`config.mk`:
```
export PLATFORM = sky130hd
export DESIGN_NAME = ras_jalr_predictor
export DESIGN_NICKNAME = d
export VERILOG_FILES = /design/src/rtl/ras_pkg.sv /design/src/rtl/ras_op_decode.sv /design/src/rtl/ras_jalr_predictor.sv
export SDC_FILE = /design/constraint.sdc
export NUM_CORES = 1
export LEC_CHECK = 0
export BUFFER_PORTS_ARGS = -buffer_cell sky130_fd_sc_hd__buf_2
export CAP_MARGIN = 20
export CORE_AREA = 2 2 174 176
export DETAILED_ROUTE_END_ITERATION = 12
export DIE_AREA = 0 0 176 178
export SYNTH_ARGS = -nofsm -noshare
export SYNTH_HDL_FRONTEND = slang
export SYNTH_SLANG_ARGS = --single-unit
```
`constraint.sdc`:
```
create_clock -name clk -period 8.46 [get_ports clk]
set_clock_uncertainty 0.15 [all_clocks]
set_input_delay 0.846 -clock clk [delete_from_list [all_inputs] [get_ports clk]]
set_output_delay 0.846 -clock clk [all_outputs]
set_load 0.1 [all_outputs]
```
`src/rtl/ras_pkg.sv`:
```
// Shared types for the JALR return-address stack: link-register constants,
// the stack operation encoding and the link-register test.
package ras_pkg;

  localparam logic [4:0] LINK_X1 = 5'd1;
  localparam logic [4:0] LINK_X5 = 5'd5;

  typedef enum logic [1:0] {
    RAS_NONE    = 2'd0,
    RAS_PUSH    = 2'd1,
    RAS_POP     = 2'd2,
    RAS_POPPUSH = 2'd3
  } ras_op_t;

  function automatic logic is_link(input logic [4:0] r);
    return (r == LINK_X1) || (r == LINK_X5);
  endfunction

endpackage

```
`src/rtl/ras_op_decode.sv`:
```
// Maps a decoded JAL/JALR to a return-address-stack operation.
// Purely combinational, zero latency; no flow control.
module ras_op_decode
  import ras_pkg::*;
(
  input  logic       inst_valid,
  input  logic       is_jal,
  input  logic       is_jalr,
  input  logic [4:0] rd,
  input  logic [4:0] rs1,
  output ras_op_t    op
);

  logic rd_link;
  logic rs1_link;

  assign rd_link  = is_link(rd);
  assign rs1_link = is_link(rs1);

  always_comb begin
    op = RAS_NONE;
    if (inst_valid) begin
      if (is_jal) begin
        if (rd_link) op = RAS_PUSH;
      end else if (is_jalr) begin
        // Coroutine swap (both link, different regs) replaces the top entry.
        if (rd_link && rs1_link && (rd != rs1)) op = RAS_POPPUSH;
        else if (rd_link)                       op = RAS_PUSH;
        else if (rs1_link)                      op = RAS_POP;
      end
    end
  end

endmodule

```
`src/rtl/ras_jalr_predictor.sv`:
```
// Circular return-address stack with one checkpoint; predicts JALR return targets.
// Updates land at the clock edge and are visible right after it; no backpressure.
module ras_jalr_predictor
  import ras_pkg::*;
#(
  parameter int DEPTH = 8,
  parameter int PTR_W = $clog2(DEPTH)
) (
  input  logic             clk,
  input  logic             rst,
  input  logic             inst_valid,
  input  logic             is_jal,
  input  logic             is_jalr,
  input  logic [4:0]       rd,
  input  logic [4:0]       rs1,
  input  logic [31:0]      pc,
  input  logic             ckpt_save,
  input  logic             ckpt_restore,
  output logic [31:0]      pred_target,
  output logic             pred_valid,
  output logic [PTR_W:0]   count,
  output logic             overflow,
  output logic             underflow
);

  localparam logic [PTR_W:0]   FULL    = (PTR_W + 1)'(DEPTH);
  localparam logic [PTR_W-1:0] PTR_ONE = PTR_W'(1);
  localparam logic [PTR_W:0]   CNT_ONE = (PTR_W + 1)'(1);

  ras_op_t op;

  logic [31:0]      entry_q [DEPTH];
  logic [31:0]      entry_d [DEPTH];
  logic [PTR_W-1:0] tos_q, tos_d;
  logic [PTR_W:0]   count_q, count_d;
  logic [PTR_W-1:0] snap_tos_q, snap_tos_d;
  logic [PTR_W:0]   snap_count_q, snap_count_d;
  logic             overflow_q, overflow_d;
  logic             underflow_q, underflow_d;
  logic [31:0]      push_val;
  logic [PTR_W-1:0] tos_inc;

  ras_op_decode u_decode (
    .inst_valid (inst_valid),
    .is_jal     (is_jal),
    .is_jalr    (is_jalr),
    .rd         (rd),
    .rs1        (rs1),
    .op         (op)
  );

  assign push_val = pc + 32'd4;
  assign tos_inc  = tos_q + PTR_ONE;

  always_comb begin
    entry_d      = entry_q;
    tos_d        = tos_q;
    count_d      = count_q;
    snap_tos_d   = snap_tos_q;
    snap_count_d = snap_count_q;
    overflow_d   = 1'b0;
    underflow_d  = 1'b0;

    // Restore discards both the decoded action and any simultaneous save.
    if (ckpt_restore) begin
      tos_d   = snap_tos_q;
      count_d = snap_count_q;
    end else begin
      if (ckpt_save) begin
        snap_tos_d   = tos_q;
        snap_count_d = count_q;
      end
      unique case (op)
        RAS_PUSH: begin
          tos_d          = tos_inc;
          entry_d[tos_inc] = push_val;
          if (count_q == FULL) overflow_d = 1'b1;
          else                 count_d    = count_q + CNT_ONE;
        end
        RAS_POP: begin
          if (count_q == '0) begin
            underflow_d = 1'b1;
          end else begin
            tos_d   = tos_q - PTR_ONE;
            count_d = count_q - CNT_ONE;
          end
        end
        RAS_POPPUSH: begin
          if (count_q == '0) begin
            tos_d            = tos_inc;
            entry_d[tos_inc] = push_val;
            count_d          = CNT_ONE;
          end else begin
            entry_d[tos_q] = push_val;
          end
        end
        default: ;
      endcase
    end
  end

  always_ff @(posedge clk or posedge rst) begin
    if (rst) begin
      for (int i = 0; i < DEPTH; i++) entry_q[i] <= '0;
      tos_q        <= '0;
      count_q      <= '0;
      snap_tos_q   <= '0;
      snap_count_q <= '0;
      overflow_q   <= 1'b0;
      underflow_q  <= 1'b0;
    end else begin
      entry_q      <= entry_d;
      tos_q        <= tos_d;
      count_q      <= count_d;
      snap_tos_q   <= snap_tos_d;
      snap_count_q <= snap_count_d;
      overflow_q   <= overflow_d;
      underflow_q  <= underflow_d;
    end
  end

  assign pred_target = entry_q[tos_q];
  assign pred_valid  = (count_q != '0);
  assign count       = count_q;
  assign overflow    = overflow_q;
  assign underflow   = underflow_q;

endmodule

```
Yosys cells after proc, flatten, opt, wreduce, memory -nomap -nowiden
Index checks and enable logic that the tools add are counted.
{"block": "totals", "regBits": 272, "input_bits": 49, "out_inout_bits": 39}
{"block": "op_classes", "addsub": 5, "magnitude_cmp": 4, "eq_ne": 12, "mux": 33, "bitwise_logic": 3, "reduce_logical": 14}
{"operator": "$bwmux W256", "n": 2}
{"operator": "$pmux W256 S2", "n": 1}
{"operator": "$mux W256", "n": 1}
{"operator": "$demux W32 S3", "n": 2}
{"operator": "$mux W32", "n": 4}
{"operator": "$bmux W32 S3", "n": 1}
{"operator": "$add A32 B3 Y32 const B", "n": 1}
{"operator": "$mux W4", "n": 4}
{"operator": "$mux W2", "n": 6}
{"operator": "$pmux W4 S3", "n": 1}
{"operator": "$eq A5 B1 Y1 const B", "n": 2}
{"operator": "$eq A5 B3 Y1 const B", "n": 2}
{"operator": "$mux W3", "n": 3}
{"operator": "$ne A3 B3 Y1 const B", "n": 3}
{"operator": "$pmux W3 S3", "n": 1}
{"operator": "$ge A4 B4 Y1 const B", "n": 2}
{"operator": "$lt A4 B1 Y1 const B", "n": 2}
{"operator": "$not A3 Y4", "n": 2}
{"operator": "$reduce_bool A4 Y1", "n": 2}
{"operator": "$mux W1", "n": 7}
{"operator": "$ne A5 B5 Y1", "n": 1}
{"operator": "$add A4 B1 Y4 const B", "n": 1}
{"operator": "$eq A2 B2 Y1 const B", "n": 2}
{"operator": "$eq A4 B4 Y1 const B", "n": 1}
{"operator": "12 further kinds", "n": 17}

Logic depth before layout (Yosys ltp)
Gate-level depths: netlist of run 1.
{"block": "logic_depth", "ltp_word": 11, "ltp_mapped": 11, "depth_no_buf": 10}

Cells and area by module
Synthesis of run 1 repeated with hierarchy kept, for this count alone.
{"block": "hier_totals", "hier_cells": 1271, "area_unflattened_um2": 12799.8}
{"mod": "ras_jalr_predictor", "instances": 1, "cells_each": 1265, "area_per_inst_um2": 12744.7}
{"mod": "ras_op_decode", "instances": 1, "cells_each": 6, "area_per_inst_um2": 55.1}

Least setup slack after synthesis of run 1
OpenSTA, ideal clock, no wires.
{"block": "synth_timing", "kind": "register to register", "start": "reg count_q[0] (netlist: count[0])", "end": "reg entry_q[15] (netlist name)", "setup_time_ps": 128, "arrival_time_ps": 3568, "t_required_ps": 8182, "path_slack_ps": 4614, "path_stages_with_launch": 8, "period_less_slack_ps": 3846, "path_cell_list": "dfrtp_1 > or4_1 > clkbuf_1 > nand3_1 > o21ai_0 > a21oi_4 > buf_6 > mux2_1"}
{"block": "synth_via", "elab_chain_len": 3}
{"item": "from (decl)", "line_no": "ras_jalr_predictor.sv:35", "rtl": "logic [PTR_W:0] count_q, count_d;"}
{"item": "from (signal assigned)", "line_no": "ras_jalr_predictor.sv:114", "rtl": "count_q <= count_d;"}
{"item": "$logic_not A4 Y1", "line_no": "ras_jalr_predictor.sv:89", "rtl": "if (count_q == '0) begin"}
{"item": "$mux W256", "line_no": "ras_jalr_predictor.sv:89"}
{"item": "$pmux W256 S2", "line_no": "ras_jalr_predictor.sv:73", "rtl": "unique case (op)"}
{"item": "to (signal assigned)", "line_no": "ras_jalr_predictor.sv:112", "rtl": "entry_q <= entry_d;"}
{"item": "to (decl)", "line_no": "ras_jalr_predictor.sv:32", "rtl": "logic [31:0] entry_q [DEPTH];"}
No other way between the ends.
A chain may end at the register's enable or synchronous reset.

Worst setup path after layout of run 1
{"block": "layout_timing", "start": "reg tos_q[0]", "end": "out pred_target[2]"}
{"block": "layout_via", "elab_chain_len": 4}
{"item": "from (decl)", "line_no": "ras_jalr_predictor.sv:34", "rtl": "logic [PTR_W-1:0] tos_q, tos_d;"}
{"item": "from (signal assigned)", "line_no": "ras_jalr_predictor.sv:113", "rtl": "tos_q <= tos_d;"}
{"item": "$not A3 Y4 (implied by the code)", "line_no": "ras_jalr_predictor.sv:122", "rtl": "assign pred_target = entry_q[tos_q];"}
{"item": "$bmux W32 S3", "line_no": "ras_jalr_predictor.sv:122"}
{"item": "$mux W32 (implied by the code) (2 in a row)", "line_no": "ras_jalr_predictor.sv:122"}
{"item": "to (decl)", "line_no": "ras_jalr_predictor.sv:19", "rtl": "output logic [31:0] pred_target,"}
No other way between the ends. The select of a mux whose other input is x is not followed.

==> results.md, run 1 <==
• finished, final reports clean — outcome
• 12.2% — area growth from synthesis to layout
• 0.437 — effective utilization at floorplan
• 4.30 ns — post-placement worst setup slack
• 0.530 — portion of the post-synthesis area used by sequential elements
• 8305 — via count of the first global-routing pass
• built — clock tree from TritonCTS
• 51 — count of distinct cell types in the synthesized netlist
• 7.46 ns — required time at the worst-slack endpoint
• 0 — Hold-fix buffers, CTS
• 87 — Port-buffer cells
• input pin to asynchronous set/reset pin — Hold/Removal Path Class
• 5 — number of detailed-route iterations in the first pass
• 63 — standard-cell row count
• 12800 sq um — Syn Std Cell Area
• 31.6 mm — wirelength, routed
• 0 — Post-CTS Repair Setup Buffers
• 8365 — DR vias
• tos_q[0] — Critical path origin
• entry_q[205] — end of the worst register-to-register path
• 0.203 — Global Route Usage Sum
• 5.10 ns — setup slack, reg-to-reg
• 6.78 nW — Leak Pwr
• 1409 — number of cells after detailed placement
• 33 — maximum fanout along the worst path
• 0 — number of warnings printed during yosys synthesis
• 7 — number of cells on the worst reg-to-reg path
• flop — Startpoint Class
• 3 — Max Root-Sink Buffers
• 1.03 ns — Least-Margin Pin Slew
• flop to output pin — Crit Path Category
• 0 — number of violations of the max-capacitance limit
• 272 — clock sinks
• sky130_fd_sc_hd__clkbuf_16 — Clk Tree Root Cell
• 6810 sq um — area taken by flip-flops and latches
• sky130_fd_sc_hd__dfrtp_1 — most common library cell in the layout ignoring fill and taps
• 0 — fin. max-slew vios
• 31300 sq um — Die Footprint
• 0 ns — Total Neg Setup Slack
• 1 — count of H-tree levels built during CTS
• 18.1 mm — DP HPWL
• 1460 — Final Instance Count excl. Fillers
• 272 x sky130_fd_sc_hd__dfrtp_1, 191 x sky130_fd_sc_hd__mux2_2, 129 x sky130_fd_sc_hd__a22oi_1, 87 x sky130_fd_sc_hd__buf_2, 41 x sky130_fd_sc_hd__nand4_1 — most frequent cells in the layout
• 0.06 ns — clock-pin slew reported for the worst setup and hold paths after clock tree synthesis
• no — RSZ-0062 raised after global routing
• 1.00 — ys async rst share
• 88 — number of primary I/O pins
• 979 — number of standard cells after synthesis
• 0.55 ns — later-pin clock latency in the skew report
• sky130_fd_sc_hd__dfrtp_1 — commonest register cell after synthesis
• 4.30 ns — final worst setup slack
• 1106 — fin nets
• 0 — Routed Antenna Nets
• 21.6 microns — routed length per instance
• 0.000193 V — peak ir drop on the vdd network
• 178 microns — DIE HEIGHT
• 0 — leftover overflow at the end of global routing
• tos_q[0] — worst reg2reg startpoint
• 0 — DRC violations left
• 241 MHz — Max Fclk
• 29400 sq um — Floorplan Core Area
• 272 — post-synthesis sequential element count
• 3.16 ns — worst endpoint data arrival time
• output pin — kind of capture point of the worst setup path
• 13.1 sq um — average cell area after synthesis
• 5500 sq um — multi-input logic area
• 1034 — Synthesized Nets
• 128 — pin count of the biggest net entering global routing
• 0.347 — layout cell share with drive strength beyond 1
• 13500 sq um — placement-stage cell area
• 49.3 mm — first-pass GRT wire length
• 246 nW/um^2 — Pwr per Cell Area
• 5.73 — number of vias per cell after detailed routing
• 0.491 — part of the cycle the worst path needs
• 29 — cts bufs inserted
• 0 — Post-synth EDFFs
• 0 — antenna cells
• 0.756 — global placer's final weighted congestion
• 0.316 — max-slew headroom at the worst pin
• 2656 — count of fill cells added during filler insertion
• 0 — initial antenna violation count
• 554 — Starting DRT DRC Count
• 176 microns — horizontal extent of the die
• pred_target[2] — worst setup path endpoint
• 0 — number of hold violations in the final report
• 0 — post-cts sizing count
• 0 — setup violators final
• 0.00354 W — Tot Pwr
• 4.16 ns — final critical path time including I/O delays and setup
• 14400 sq um — total non-filler cell area in the finished layout
## worst max-delay path: stages (launching register included)
cell and delay [ns]:
sky130_fd_sc_hd__dfrtp_1 0.50, sky130_fd_sc_hd__inv_1 0.25, sky130_fd_sc_hd__and3_2 0.91, sky130_fd_sc_hd__a22oi_1 0.24, sky130_fd_sc_hd__nand4_1 0.23, sky130_fd_sc_hd__buf_2 0.46
## layer usage
layer	track usage	vias up	wire length, microns
li1	-	3777	-
met3	0.0318	46	1380
met2	0.324	174	14600
met5	0	-	0
met1	0.291	4368	14900
met4	0.0503	0	712
## kinds of logic after synthesis
logic type	count (synthesis)	synth area share
flops	272	0.530
compound gates	167	0.103
mux	265	0.232
buf+inv	100	0.0440
fa+ha+maj	6	0.00643
xor+xnor	36	0.0246
simple gates	133	0.0594
## per-stage QoR
stage	hold slack, ns	utilization
5_1_grt	0.0343	0.490
4_1_cts	0.338	0.489
3_3_place_gp	0.319	0.459
6_report	0.0445	0.490
2_1_floorplan	0.300	-
3_5_place_dp	0.325	0.459
## flip-flops by register name, indices dropped and copies added, names as in the netlist
signal and count:
count 4, entry_q 256, overflow 1, snap_count_q 4, snap_tos_q 3, tos_q 3, underflow 1
## worst min-delay path by stage
stage	to
after global routing	entry_q[107]
after floorplan	snap_tos_q[0]
final	entry_q[107]
after global placement	entry_q[238]
after CTS	entry_q[238]
after detailed placement	entry_q[3]
## power breakdown
group	switching [W]	total, W	internal (W)
logic	0.000597	0.000816	0.000219
registers	0.0000962	0.00154	0.00145
clock network	0.000505	0.00118	0.000679
## synthesized netlist by cell type (3+ instances only)
cell type,instances,share of area
sky130_fd_sc_hd__a21oi_1,4,0.0016
sky130_fd_sc_hd__nand4_1,41,0.020
sky130_fd_sc_hd__mux2i_1,33,0.026
sky130_fd_sc_hd__xnor2_1,24,0.016
sky130_fd_sc_hd__clkbuf_1,37,0.011
sky130_fd_sc_hd__xor2_1,12,0.0082
sky130_fd_sc_hd__buf_6,25,0.022
sky130_fd_sc_hd__and3_1,12,0.0058
sky130_fd_sc_hd__mux2_4,10,0.012
sky130_fd_sc_hd__nor2b_1,3,0.0015
sky130_fd_sc_hd__a22oi_1,129,0.075
sky130_fd_sc_hd__o21ai_0,8,0.0031
sky130_fd_sc_hd__a21oi_4,8,0.010
sky130_fd_sc_hd__and4_1,4,0.0027
sky130_fd_sc_hd__ha_1,5,0.0049
sky130_fd_sc_hd__mux2_1,31,0.027
sky130_fd_sc_hd__inv_1,36,0.011
sky130_fd_sc_hd__nor2_1,13,0.0038
sky130_fd_sc_hd__nand3_1,24,0.0094
sky130_fd_sc_hd__nor3_1,7,0.0027
sky130_fd_sc_hd__dfrtp_1,272,0.53
sky130_fd_sc_hd__nand2b_1,3,0.0015
sky130_fd_sc_hd__mux2_2,191,0.17
sky130_fd_sc_hd__nand2_1,13,0.0038
## final cells by class
class	count	share of cell area
clock buffer	43	0.0582
clock inverter	7	0.00287
inverter	36	0.00964
multi-input combinational	607	0.382
sequential	272	0.473
tap	390	0.0339
timing repair buffer	105	0.0413
No activity file was read; power rests on OpenSTA's default activity.
==> inputs of run 2 (changes only) <==
--- a/config.mk
+++ b/config.mk
@@ -5,11 +5,12 @@
 export SDC_FILE = /design/constraint.sdc
 export NUM_CORES = 1
 export LEC_CHECK = 0
+export ABC_AREA = 1
 export BUFFER_PORTS_ARGS = -buffer_cell sky130_fd_sc_hd__buf_2
 export CAP_MARGIN = 20
-export CORE_AREA = 2 2 174 176
+export CORE_AREA = 2 2 188 190
 export DETAILED_ROUTE_END_ITERATION = 12
-export DIE_AREA = 0 0 176 178
+export DIE_AREA = 0 0 190 192
 export SYNTH_ARGS = -nofsm -noshare
 export SYNTH_HDL_FRONTEND = slang
 export SYNTH_SLANG_ARGS = --single-unit
==> constraint.sdc (replaced) <==
create_clock -name clk -period 3.7 [get_ports clk]
set_clock_uncertainty 0.15 [all_clocks]
set_input_delay 0.37 -clock clk [delete_from_list [all_inputs] [get_ports clk]]
set_output_delay 0.37 -clock clk [all_outputs]
set_load 0.1 [all_outputs]
==> run 2 against run 1 <==
- register-to-register slack got worse by 4.6 ns
- first-iteration DRC count increased by 130%
- worst hold slack got worse by 0.017 ns
- final area increased by 21%
- largest cell class is now multi-input combinational cells
==> results.md, run 2 <==
• sky130_fd_sc_hd__nand2_1 — most common library cell in the layout ignoring fill and taps
• 5.50 — number of vias per cell after detailed routing
• sky130_fd_sc_hd__dfrtp_1 — commonest register cell after synthesis
• 13400 — via count of the first global-routing pass
• 3 — Max Root-Sink Buffers
• 0 — leftover overflow at the end of global routing
• 0 — number of warnings printed during yosys synthesis
• 0.00586 W — internal portion of total power
• 0 — antenna cells
• 6810 sq um — area taken by flip-flops and latches
• 0.360 — max-slew headroom at the worst pin
• 803 x sky130_fd_sc_hd__nand2_1, 271 x sky130_fd_sc_hd__dfrtp_1, 193 x sky130_fd_sc_hd__nand3_1, 165 x sky130_fd_sc_hd__nor2_1, 103 x sky130_fd_sc_hd__inv_1 — most frequent cells in the layout
• built — clock tree from TritonCTS
• 0.258 — proportion of power drawn by combinational gates
• 0 — number of violations of the max-capacitance limit
• 16.8% — area growth from synthesis to layout
• output pin — kind of capture point of the worst setup path
• 88 — number of primary I/O pins
• 0.356 — clock share of power
• 272 — post-synthesis sequential element count
• 68 — standard-cell row count
• 0.185 ns — final worst setup slack
• 7.29 sq um — average cell area after synthesis
• simple AND/OR/NAND/NOR gates — Crit path max-delay family
• 87 — Port-buffer cells
• 0.386 — Sequential Power Share
• flop — Startpoint Class
• nor2_1, nand2_1, inv_2, nand2_1, o21ai_0, a221oi_1, nand4_1, buf_12 — ordered cell list for the critical path
• 0.06 ns — clock-pin slew reported for the worst setup and hold paths after clock tree synthesis
• ckpt_restore — Worst Min Path Start
• 50.7 mm — wirelength, routed
• 16300 sq um — placement-stage cell area
• flop to output pin — Crit Path Category
• input pin to flop — Hold/Removal Path Class
• 36500 sq um — Die Footprint
• 5 — number of detailed-route iterations in the first pass
• 0 — setup violators final
• 2 — Crit path buffers/inverters
• 0.59 ns — later-pin clock latency in the skew report
• 17400 sq um — total non-filler cell area in the finished layout
• 8 — Critical Path Stages
• 0.000341 V — peak ir drop on the vdd network
• 3.00 ns — worst endpoint data arrival time
• 0.950 — part of the cycle the worst path needs
• sky130_fd_sc_hd__clkbuf_16 — Clk Tree Root Cell
• 284 MHz — Max Fclk
• 804 x sky130_fd_sc_hd__nand2_1, 272 x sky130_fd_sc_hd__dfrtp_1, 194 x sky130_fd_sc_hd__nand3_1 — most instantiated cells after synthesis
• 31 — cts bufs inserted
• 3.52 ns — final critical path time including I/O delays and setup
• 0.436 — effective utilization at floorplan
• 0 — Post-CTS Repair Setup Buffers
• 1 — count of H-tree levels built during CTS
• 0.456 — portion of the post-synthesis area used by sequential elements
• 2048 — number of standard cells after synthesis
• 0 — fin. max-slew vios
• sky130_fd_sc_hd__nand2_1 — cell mode on critical path
• 192 microns — DIE HEIGHT
• finished, final reports clean — outcome
• 0.448 ns — post-placement worst setup slack
• sky130_fd_sc_hd__dfrtp_1 46%, sky130_fd_sc_hd__nand2_1 20%, sky130_fd_sc_hd__nand3_1 6.5% — cells taking the most area after synthesis
• 1.00 — ys async rst share
• 2103 — Synthesized Nets
• 0 — number of hold violations in the final report
• sky130_fd_sc_hd__dfrtp_1 — Worst path slowest cell
• 32 — maximum fanout along the worst path
• 0.456 — Synth top area share
• tos_q[1] — worst hold endpoint
• 0 — Routed Antenna Nets
• 2171 — fin nets
• 0 — initial antenna violation count
• entry_q — register with the most flip-flops
• 3371 — count of fill cells added during filler insertion
• 47 — count of distinct cell types in the synthesized netlist
• 10 — number of cells on the worst reg-to-reg path
• 8.45 nW — Leak Pwr
• 0.00318 W — sw power
• sky130_fd_sc_hd__dfrtp_1 — top cell type by total area after synthesis
• 34300 sq um — Floorplan Core Area
• 0.51 ns — Crit path largest cell delay
• 3 — Hold Path Depth
• 0 — DRC violations left
• 190 microns — horizontal extent of the die
• 272 — clock sinks
• 33.4 mm — DP HPWL
• 79.0 mm — first-pass GRT wire length
• 0.352 — switching power as a share of total power
• 256 — flip-flop count of the largest register, all copies and words added
• 0.50 ns — setup slack, reg-to-reg
• sky130_fd_sc_hd__nand2_1 — most frequent cell after synthesis
• 7130 sq um — multi-input logic area
• entry_q[229] — end of the worst register-to-register path
• 19.5 microns — routed length per instance
• 0.958 ns — Least-Margin Pin Slew
• no — RSZ-0062 raised after global routing
• 14900 sq um — Syn Std Cell Area
• 0.869 — global placer's final weighted congestion
• 14300 — DR vias
• 3.18 ns — required time at the worst-slack endpoint
• 97 — pin count of the biggest net entering global routing
• 0.124 — layout cell share with drive strength beyond 1
• 1267 — Starting DRT DRC Count
• 0 — Post-synth EDFFs
• 0.281 — Global Route Usage Sum
• 518 nW/um^2 — Pwr per Cell Area
• tos_q[0] — worst reg2reg startpoint
## run 2: logic make-up after synthesis
group / after synthesis / share of synthesized area
flip-flops: 272 / 0.456
XOR/XNOR: 10 / 0.00587
buffers and inverters: 231 / 0.0684
multiplexers: 1 / 0.000754
AO/OA/AOI/OAI: 287 / 0.115
adder cells (fa/ha/maj): 6 / 0.00553
AND/OR/NAND/NOR: 1241 / 0.349
## run 2: how the worst max path moves through the flow
stage / to / startpoint / slack, ns
finish: pred_target[30] / tos_q[2] / 0.18
global route: pred_target[30] / tos_q[2] / 0.07
CTS: pred_target[31] / tos_q[0] / 0.12
detailed placement: entry_q[232] / tos_q[0] / 0.45
global placement: pred_target[30] / tos_q[0] / 0.53
floorplan: count[0] / rst / -0.42
## run 2: power by group through the flow
stage / clock, W / combinational (W) / sequential, W
after floorplan: 0 / 0.00149 / 0.00354
after global placement: 0 / 0.00229 / 0.00352
after detailed placement: 0 / 0.00231 / 0.00353
after CTS: 0.00326 / 0.00233 / 0.00348
after global routing: 0.00338 / 0.00251 / 0.00352
final: 0.00322 / 0.00233 / 0.00348
## run 2: what timing repair did
action	in CTS	in global routing
resized for setup	2	1
hold endpoints to repair	234	0
setup endpoints to repair	3	2
hold buffers	4	0
## run 2: per-stage QoR
stage	util	total power, W	TNS, ns	hold slack [ns]	std cells
after floorplan	-	0.00503	-112.99	0.296	2048
after global placement	0.476	0.00581	0	0.312	2534
after detailed placement	0.476	0.00584	0	0.315	2534
after CTS	0.509	0.00906	0	0.0290	2596
after global routing	0.509	0.00941	0	0.0600	2596
final	0.509	0.00904	0	0.0278	2596
## run 2: area by class of cell
cell class	instances	share of cell area
multi-input cells	1545	0.408
clock inverters	14	0.00954
inverters	124	0.0270
clock buffers	44	0.0519
flip-flops and latches	272	0.390
well taps	455	0.0326
repair buffers	142	0.0803
## run 2: per-layer routing
metal	global-route usage	up-vias	wire (microns)
met5	0	-	0
met4	0.0900	0	1600
met3	0.0292	89	3600
met2	0.439	615	22400
met1	0.409	6804	23000
li1	-	6780	-
## run 2: tightest hold or removal path: stages
cell and delay (ns):
sky130_fd_sc_hd__buf_2 0.19, sky130_fd_sc_hd__nand2_1 0.09, sky130_fd_sc_hd__nand3_1 0.07
==> inputs of run 3 (changes only) <==
--- a/config.mk
+++ b/config.mk
@@ -8,9 +8,9 @@
 export ABC_AREA = 1
 export BUFFER_PORTS_ARGS = -buffer_cell sky130_fd_sc_hd__buf_2
 export CAP_MARGIN = 20
-export CORE_AREA = 2 2 188 190
+export CORE_AREA = 2 2 172 207
 export DETAILED_ROUTE_END_ITERATION = 12
-export DIE_AREA = 0 0 190 192
+export DIE_AREA = 0 0 174 209
 export SYNTH_ARGS = -nofsm -noshare
 export SYNTH_HDL_FRONTEND = slang
 export SYNTH_SLANG_ARGS = --single-unit
==> run 3 against run 2 <==
- largest power group unchanged
- highest routed layer unchanged
- cell count fell by 0.12%
- sequential cell count stayed put
- register-to-register slack got worse by 0.06 ns
- critical path type unchanged
- worst hold slack better by 0.022 ns
==> results.md, run 3 (synthesized netlist as in run 2, its figures left out) <==
• 3.59 ns — final critical path time including I/O delays and setup
• 0.000340 V — peak ir drop on the vdd network
• 0 — DRC violations left
• 0.00866 W — Tot Pwr
• flop — Startpoint Class
• 0.883 — global placer's final weighted congestion
• 1.06 ns — Least-Margin Pin Slew
• 54 — pin count of the biggest net entering global routing
• 88 — number of primary I/O pins
• output pin — kind of capture point of the worst setup path
• entry_q — register with the most flip-flops
• 501 nW/um^2 — Pwr per Cell Area
• 0 — setup violators final
• 0 — antenna cells
• 3.18 ns — required time at the worst-slack endpoint
• 174 microns — horizontal extent of the die
• 6 — number of detailed-route iterations in the first pass
• 34500 sq um — Floorplan Core Area
• 272 — clock sinks
• 0.0496 ns — hold slack
• sky130_fd_sc_hd__nand2_1 — most common library cell in the layout ignoring fill and taps
• 8.34 nW — Leak Pwr
• 78.8 mm — first-pass GRT wire length
• 10 — number of cells on the worst reg-to-reg path
• 75 — standard-cell row count
• 19.2 microns — routed length per instance
• 0.971 — part of the cycle the worst path needs
• 0 — leftover overflow at the end of global routing
• 3.07 ns — worst endpoint data arrival time
• built — clock tree from TritonCTS
• 5.49 — number of vias per cell after detailed routing
• sky130_fd_sc_hd__clkbuf_16 — Clk Tree Root Cell
• 0.116 — layout cell share with drive strength beyond 1
• 209 microns — DIE HEIGHT
• no — RSZ-0062 raised after global routing
• 3 — Max Root-Sink Buffers
• 0.55 ns — later-pin clock latency in the skew report
• entry_q[242] — end of the worst register-to-register path
• input pin to flop — Hold/Removal Path Class
• 15.7% — area growth from synthesis to layout
• finished, final reports clean — outcome
• 36400 sq um — Die Footprint
• 0.276 — Global Route Usage Sum
• 0 — number of hold violations in the final report
• 1260 — Starting DRT DRC Count
• tos_q[0] — worst reg2reg startpoint
• 49.7 mm — wirelength, routed
• underflow — worst hold endpoint
• 256 — flip-flop count of the largest register, all copies and words added
• 0.501 — Layout Utilization
• 13600 — via count of the first global-routing pass
• 0 — Routed Antenna Nets
• 29 — cts bufs inserted
• ckpt_restore — Worst Min Path Start
• 87 — Port-buffer cells
• 2164 — fin nets
• flop to output pin — Crit Path Category
• 14200 — DR vias
• 34 — maximum fanout along the worst path
• 32.7 mm — DP HPWL
• 0 — number of violations of the max-capacitance limit
• 0.292 — max-slew headroom at the worst pin
• 803 x sky130_fd_sc_hd__nand2_1, 272 x sky130_fd_sc_hd__dfrtp_1, 194 x sky130_fd_sc_hd__nand3_1, 165 x sky130_fd_sc_hd__nor2_1, 103 x sky130_fd_sc_hd__inv_1 — most frequent cells in the layout
• 0.44 ns — setup slack, reg-to-reg
• 0 — fin. max-slew vios
• 0 — initial antenna violation count
• 0.432 — effective utilization at floorplan
• 278 MHz — Max Fclk
• 1 — count of H-tree levels built during CTS
• 2 — Hold Path Depth
• 0.06 ns — clock-pin slew reported for the worst setup and hold paths after clock tree synthesis
run 3: cell type report:
cell class,count,area (sq um)
well taps,462,578
repair buffers,137,1390
fillers,3461,17200
flip-flops and latches,272,6810
clock buffers,45,846
inverters,124,472
clock inverters,8,72.6
multi-input cells,1545,7120
run 3: through the flow:
| step | instance area, sq um | TNS [ns] | worst slack, ns | cells |
|---|---|---|---|---|
| floorplan | 14900 | -112.99 | -0.415 | 2048 |
| global placement | 16300 | 0 | 0.626 | 2535 |
| detailed placement | 16300 | 0 | 0.501 | 2535 |
| CTS | 17300 | 0 | 0.110 | 2592 |
| global route | 17300 | 0 | 0.0267 | 2593 |
| finish | 17300 | 0 | 0.108 | 2593 |
run 3: metal layers:
metal | vias up | track usage | part of all wire
li1 | 6748 | - | -
met1 | 6795 | 0.377 | 0.42
met2 | 586 | 0.447 | 0.46
met3 | 116 | 0.0328 | 0.073
met4 | 0 | 0.114 | 0.041
met5 | - | 0 | 0
run 3: worst max path at each step:
stage / from / end / slack [ns] / cells after the start
CTS: tos_q[2] / pred_target[31] / 0.11 / 6
floorplan: rst / count[0] / -0.42 / 1
finish: tos_q[0] / pred_target[31] / 0.11 / 8
global placement: tos_q[0] / entry_q[229] / 0.63 / 10
global route: tos_q[0] / pred_target[25] / 0.03 / 7
detailed placement: tos_q[0] / entry_q[45] / 0.50 / 9
run 3: report_power, final:
group | internal, W | leakage [nW] | switching [W]
logic | 0.000677 | 4.27 | 0.00163
clock network | 0.00163 | 0.443 | 0.00124
registers | 0.00327 | 3.63 | 0.000212
total | 0.00558 | 8.34 | 0.00308
run 3: repair_timing:
action / in CTS / in global routing
gates resized for setup: 0 / 2
endpoints found under the hold margin: 51 / 0
hold buffers: 4 / 0
endpoints found under the setup margin: 0 / 2
setup buffers: 0 / 0
run 3: worst max-delay path, cell delays in order (launching register included):
cell,delay [ns]
sky130_fd_sc_hd__dfrtp_1,0.60
sky130_fd_sc_hd__inv_2,0.22
sky130_fd_sc_hd__nand2_2,0.14
sky130_fd_sc_hd__inv_2,0.30
sky130_fd_sc_hd__nand2_1,0.15
sky130_fd_sc_hd__o21ai_0,0.09
sky130_fd_sc_hd__a221oi_1,0.42
sky130_fd_sc_hd__nand4_1,0.30
sky130_fd_sc_hd__buf_12,0.26
